==> src/rtl/conv2_pkg.sv <==
// Shared constants, state encoding and window bit-index helper for the conv2 window buffer.
package conv2_pkg;

  localparam int IMG_W    = 13;
  localparam int IMG_H    = 13;
  localparam int CH       = 8;
  localparam int K        = 3;
  localparam int WIN_BITS = 9 * CH;

  typedef enum logic {
    S_FILL = 1'b0,
    S_RUN  = 1'b1
  } state_t;

  // Flat window bit position of channel c at kernel row ky, kernel column kx.
  function automatic int win_idx(input int c, input int ky, input int kx);
    return c * K * K + ky * K + kx;
  endfunction

endpackage

==> src/rtl/conv2_line_delay.sv <==
// Enabled shift-register delay line: dout is the sample written DEPTH accepted samples ago.
module conv2_line_delay #(
  parameter int DEPTH = 13,
  parameter int WIDTH = 8
) (
  input  logic             clk,
  input  logic             en,
  input  logic [WIDTH-1:0] din,
  output logic [WIDTH-1:0] dout
);

  logic [DEPTH-1:0][WIDTH-1:0] taps_reg;

  always_ff @(posedge clk) begin
    if (en) begin
      taps_reg[0] <= din;
    end
  end

  for (genvar gi = 1; gi < DEPTH; gi++) begin : g_tap
    always_ff @(posedge clk) begin
      if (en) begin
        taps_reg[gi] <= taps_reg[gi-1];
      end
    end
  end

  assign dout = taps_reg[DEPTH-1];

endmodule

==> src/rtl/conv2_window_buf.sv <==
// Sliding 3x3xCH window assembler between the pool1 pixel stream and the conv2 calculator.
module conv2_window_buf #(
  parameter int IMG_W = conv2_pkg::IMG_W,
  parameter int IMG_H = conv2_pkg::IMG_H,
  parameter int CH    = conv2_pkg::CH
) (
  input  logic            clk,
  input  logic            rst,
  input  logic            valid_in,
  input  logic [CH-1:0]   pixel_in,
  output logic [9*CH-1:0] pixel_windows,
  output logic            valid_out_buf,
  output logic            frame_done
);

  import conv2_pkg::K;
  import conv2_pkg::state_t;
  import conv2_pkg::S_FILL;
  import conv2_pkg::S_RUN;
  import conv2_pkg::win_idx;

  localparam int COL_W = $clog2(IMG_W);
  localparam int ROW_W = $clog2(IMG_H);
  localparam int WIN_W = 9 * CH;

  state_t state_reg, state_next;
  logic [COL_W-1:0] col_reg, col_next;
  logic [ROW_W-1:0] row_reg, row_next;
  logic [K-1:0][K-1:0][CH-1:0] win_reg, win_next;
  logic [CH-1:0]    line1_out, line2_out;
  logic [WIN_W-1:0] win_flat;
  logic             col_last, row_last, emit, done;

  // Rows r-1 and r-2 come out of the cascade as the current pixel goes in.
  conv2_line_delay #(.DEPTH(IMG_W), .WIDTH(CH)) u_line1 (
    .clk  (clk),
    .en   (valid_in),
    .din  (pixel_in),
    .dout (line1_out)
  );

  conv2_line_delay #(.DEPTH(IMG_W), .WIDTH(CH)) u_line2 (
    .clk  (clk),
    .en   (valid_in),
    .din  (line1_out),
    .dout (line2_out)
  );

  assign col_last = (col_reg == COL_W'(IMG_W - 1));
  assign row_last = (row_reg == ROW_W'(IMG_H - 1));

  always_comb begin
    state_next = state_reg;
    col_next   = col_reg;
    row_next   = row_reg;
    win_next   = win_reg;
    emit       = 1'b0;
    done       = 1'b0;
    if (valid_in) begin
      for (int ky = 0; ky < K; ky++) begin
        for (int kx = 0; kx < K - 1; kx++) begin
          win_next[ky][kx] = win_reg[ky][kx+1];
        end
      end
      win_next[0][K-1] = line2_out;
      win_next[1][K-1] = line1_out;
      win_next[2][K-1] = pixel_in;

      if (col_last) begin
        col_next = '0;
        row_next = row_last ? '0 : row_reg + ROW_W'(1);
      end else begin
        col_next = col_reg + COL_W'(1);
      end

      case (state_reg)
        S_FILL: begin
          if (col_last && row_reg == ROW_W'(1)) begin
            state_next = S_RUN;
          end
        end
        S_RUN: begin
          // Columns 0 and 1 still carry pixels from the previous row.
          emit = (col_reg >= COL_W'(2));
          done = col_last && row_last;
          if (done) begin
            state_next = S_FILL;
          end
        end
        default: state_next = S_FILL;
      endcase
    end
  end

  for (genvar gi = 0; gi < CH; gi++) begin : g_ch
    for (genvar gj = 0; gj < K; gj++) begin : g_ky
      for (genvar gk = 0; gk < K; gk++) begin : g_kx
        assign win_flat[win_idx(gi, gj, gk)] = win_next[gj][gk][gi];
      end
    end
  end

  always_ff @(posedge clk) begin
    if (rst) begin
      state_reg     <= S_FILL;
      col_reg       <= '0;
      row_reg       <= '0;
      win_reg       <= '0;
      pixel_windows <= '0;
      valid_out_buf <= 1'b0;
      frame_done    <= 1'b0;
    end else begin
      state_reg     <= state_next;
      col_reg       <= col_next;
      row_reg       <= row_next;
      win_reg       <= win_next;
      valid_out_buf <= emit;
      frame_done    <= done;
      if (emit) begin
        pixel_windows <= win_flat;
      end
    end
  end

endmodule

==> config.mk <==
export PLATFORM = sky130hd
export DESIGN_NAME = conv2_window_buf
export DESIGN_NICKNAME = d
export VERILOG_FILES = /design/src/rtl/conv2_pkg.sv /design/src/rtl/conv2_line_delay.sv /design/src/rtl/conv2_window_buf.sv
export SDC_FILE = /design/constraint.sdc
export NUM_CORES = 1
export LEC_CHECK = 0
export BUFFER_PORTS_ARGS = -buffer_cell sky130_fd_sc_hd__clkbuf_2
export CAP_MARGIN = 30
export CORE_ASPECT_RATIO = 0.5
export CORE_UTILIZATION = 26
export DETAILED_ROUTE_END_ITERATION = 8
export SLEW_MARGIN = 20
export SYNTH_ARGS = -nofsm -noshare
export SYNTH_HDL_FRONTEND = slang
export SYNTH_SLANG_ARGS = --single-unit
==> constraint.sdc <==
create_clock -name clk -period 5.6 [get_ports clk]
set_clock_uncertainty 0.05 [all_clocks]
set_input_delay 1.12 -clock clk [delete_from_list [all_inputs] [get_ports clk]]
set_output_delay 1.12 -clock clk [all_outputs]
set_load 0.02 [all_outputs]
==> impl_metrics.ini <==
[run_status]
status = complete, no violations

[setup_path]
cp.required_ps = 5950
critPathLaunchType = primary input
regToRegSetupSlack_ps = 3080
worstSetupPathType = primary input to flop
cp.arrival_ps = 3340
worst_setup_path_end_kind = flop
critPathMaxFanout = 170

[die]
dieWidth_um = 308
die_h_um = 155
placement_rows = 55
io-pin-count = 85
initial_core_util = 0.267
placeableCoreArea_mm2 = 0.0457
die_area_mm2 = 0.0478

[timing]
slew_violations = 0
fin_hold_ws_ps = 365
upper_clock_frequency_limit_mhz = 334
slew_headroom = 0.369
max_slew.worst_pin.slew_ps = 946
finalSetupTns_ps = 0
setup_violations = 0
finalCritPeriodShare = 0.535
post-route-min-period_ps = 3000
timing.final.hold_violations = 0
rsz0062_at_grt = false

[route]
routed_wl_um = 20600
drt_drc_violations_left = 0
route.antenna.remaining_nets = 0
drt_first_iter_violations = 415
post_drt_via_cell_ratio = 4.13
detail_route.first_pass.iterations = 4
wire_per_inst_um = 13.8
num_vias = 6122

[flow_run]
drv.max_cap_violation_count = 0

[placement]
port_buffers = 84
post-dp-hpwl_um = 11100
place.gp.congestion = 0.737

[cts]
ctsHtreeMaxLevel = 2
post_cts.repair.setup_buffers = 0
cts_buffers = 36
cts-root-to-sink-buffers = 3
clkSinkCount = 363
cts_hold_buf = 0
clk_root_buffer_cell = clkbuf_16
post_cts_clock_slew_at_the_launch_and_capture_registers_of_the_worst_setup_and_hold_paths_ps = 60
cts.repair.resized = 0
cts_tree = done
clk-insertion-delay-late_ps = 510

[global_routing]
grt_pass1_vias = 6251
globalRouteOverflowTotal = 0
grt_start_max_net_pins = 171
wire_length_of_the_first_global_routing_pass_um = 33600
number_of_antenna_violations_at_the_first_check_in_global_routing = 1
globalRouteTotalUtil = 0.0866

[synthesis]
yosys_warnings = 0
post_synth_inst_count = 753
syn_nets = 770
ys_seq_elements = 363
avgSynthCellArea_um2 = 16.2
synth.lib_cells_used.distinct = 32
synthesis.area_mm2 = 0.0122
synth.yosys.seq_area_share = 0.767

[power_and_ir_drop]
power_density_mw_per_mm2 = 385
ir_worst_vdd_mv = 0.195
post-layout-total-power_uw = 5540
total_leakage_power_uw = 0.00507

[final_layout]
num_antenna_cells = 0
layout-area-overhead-vs-synth_pct = 18.2
drive_above_1_share = 0.254
layout_nets = 847

[hold_path]
worst_hold_path_type = flop to flop
-- cell type report --
class	instances	area, um2
sequential	363	9350
fill	4463	31300
timing repair buffer	90	494
tap	627	785
clock buffer	50	1010
inverter	6	22.5
clock inverter	15	191
multi-input combinational	333	2550
-- placed cells by master (no fill, tap or decap), drive strengths merged, types with 2 or more instances in the layout --
master	netlist	final
nand3	3	3
clkinv	0	7
and2	2	2
buf	18	8
edfxtp	208	208
clkbuf	33	132
nor2	75	75
or4	2	2
dfxtp	155	155
inv	6	7
ha	6	6
a21oi	78	78
nand2	6	6
nor3	3	3
a211oi	72	72
bufinv	0	4
clkinvlp	0	3
mux2i	73	73
-- per-layer routing --
metal / share of wire / routed length (um) / vias up / global-route usage
li1: - / - / 2948 / -
met1: 0.45 / 9180 / 3070 / 0.108
met2: 0.50 / 10300 / 68 / 0.149
met3: 0.035 / 715 / 34 / 0.0198
met4: 0.017 / 351 / 2 / 0.0277
met5: 0.00063 / 13 / - / 0
-- power by group --
group          total [uW]  switching [uW]  internal [uW]
clock                2410             958           1450
combinational         158             122           36.2
sequential           2980            36.8           2940
total                5540            1120           4420
-- Yosys cell counts --
library cell  count  area share
and4_1            1     0.00072
a211oi_1          2      0.0012
nor2b_1           1     0.00051
nand3b_1          1     0.00062
nand3_1           3      0.0012
xnor2_1           1     0.00072
and2_4            1     0.00072
xor2_1            1     0.00072
clkbuf_1         33       0.010
and2_1            1     0.00051
nor3b_1           1     0.00062
or4_1             2      0.0012
a211oi_2         70       0.072
buf_2             8      0.0033
a31oi_1           1     0.00051
edfxtp_1        208        0.51
a21oi_1          78       0.032
nor3_1            3      0.0012
nand2_1           6      0.0018
a41oi_1           1     0.00072
buf_6             8      0.0074
buf_1             2     0.00062
ha_1              6      0.0062
o21ai_0           1     0.00041
nand4_1           1     0.00051
a2111oi_0         1     0.00072
dfxtp_1         155        0.25
nor4_1            1     0.00051
nor2_1           75       0.023
mux2i_1          73       0.060
o32ai_1           1     0.00072
inv_1             6      0.0018
-- per-stage QoR --
step	util	worst slack (ps)	area (um2)	cells
floorplan	-	3200	12200	753
global placement	0.289	2200	13200	1419
detailed placement	0.289	2140	13200	1419
CTS	0.315	2700	14400	1484
global route	0.315	2500	14400	1484
finish	0.315	2600	14400	1484
-- worst max-delay path, cell delays in order --
cell	delay, ps
buf_8	360
buf_12	680
and4_1	480
a31oi_1	120
a2111oi_0	330
-- kinds of logic (layout without fill, tap and decap cells) --
kind of cell               count (synthesis)  count (layout)  synth area share
DFF                                      363             363             0.767
AOI/OAI and AO/OA                        155             155             0.108
and+or+nand+nor                           97              97            0.0334
muxes                                     73              73            0.0600
buffers and inverters                     57             161            0.0233
adders and majority gates                  6               6           0.00616
xor gates and xnor gates                   2               2           0.00144
-- worst paths after layout --
path	startpoint	endpoint	cells after the start
worst max-delay path	valid_in	state_reg$_SDFFE_PP0P_	5
worst max register to register	col_reg[0]$_SDFFE_PP0P_	pixel_windows[12]$_SDFFE_PP0P_	6
worst min-delay path	u_line1.taps_reg[39]$_DFFE_PP_	u_line1.taps_reg[47]$_DFFE_PP_	0
worst min register to register	u_line1.taps_reg[39]$_DFFE_PP_	u_line1.taps_reg[47]$_DFFE_PP_	0
Power figures use the tool's default switching activity.
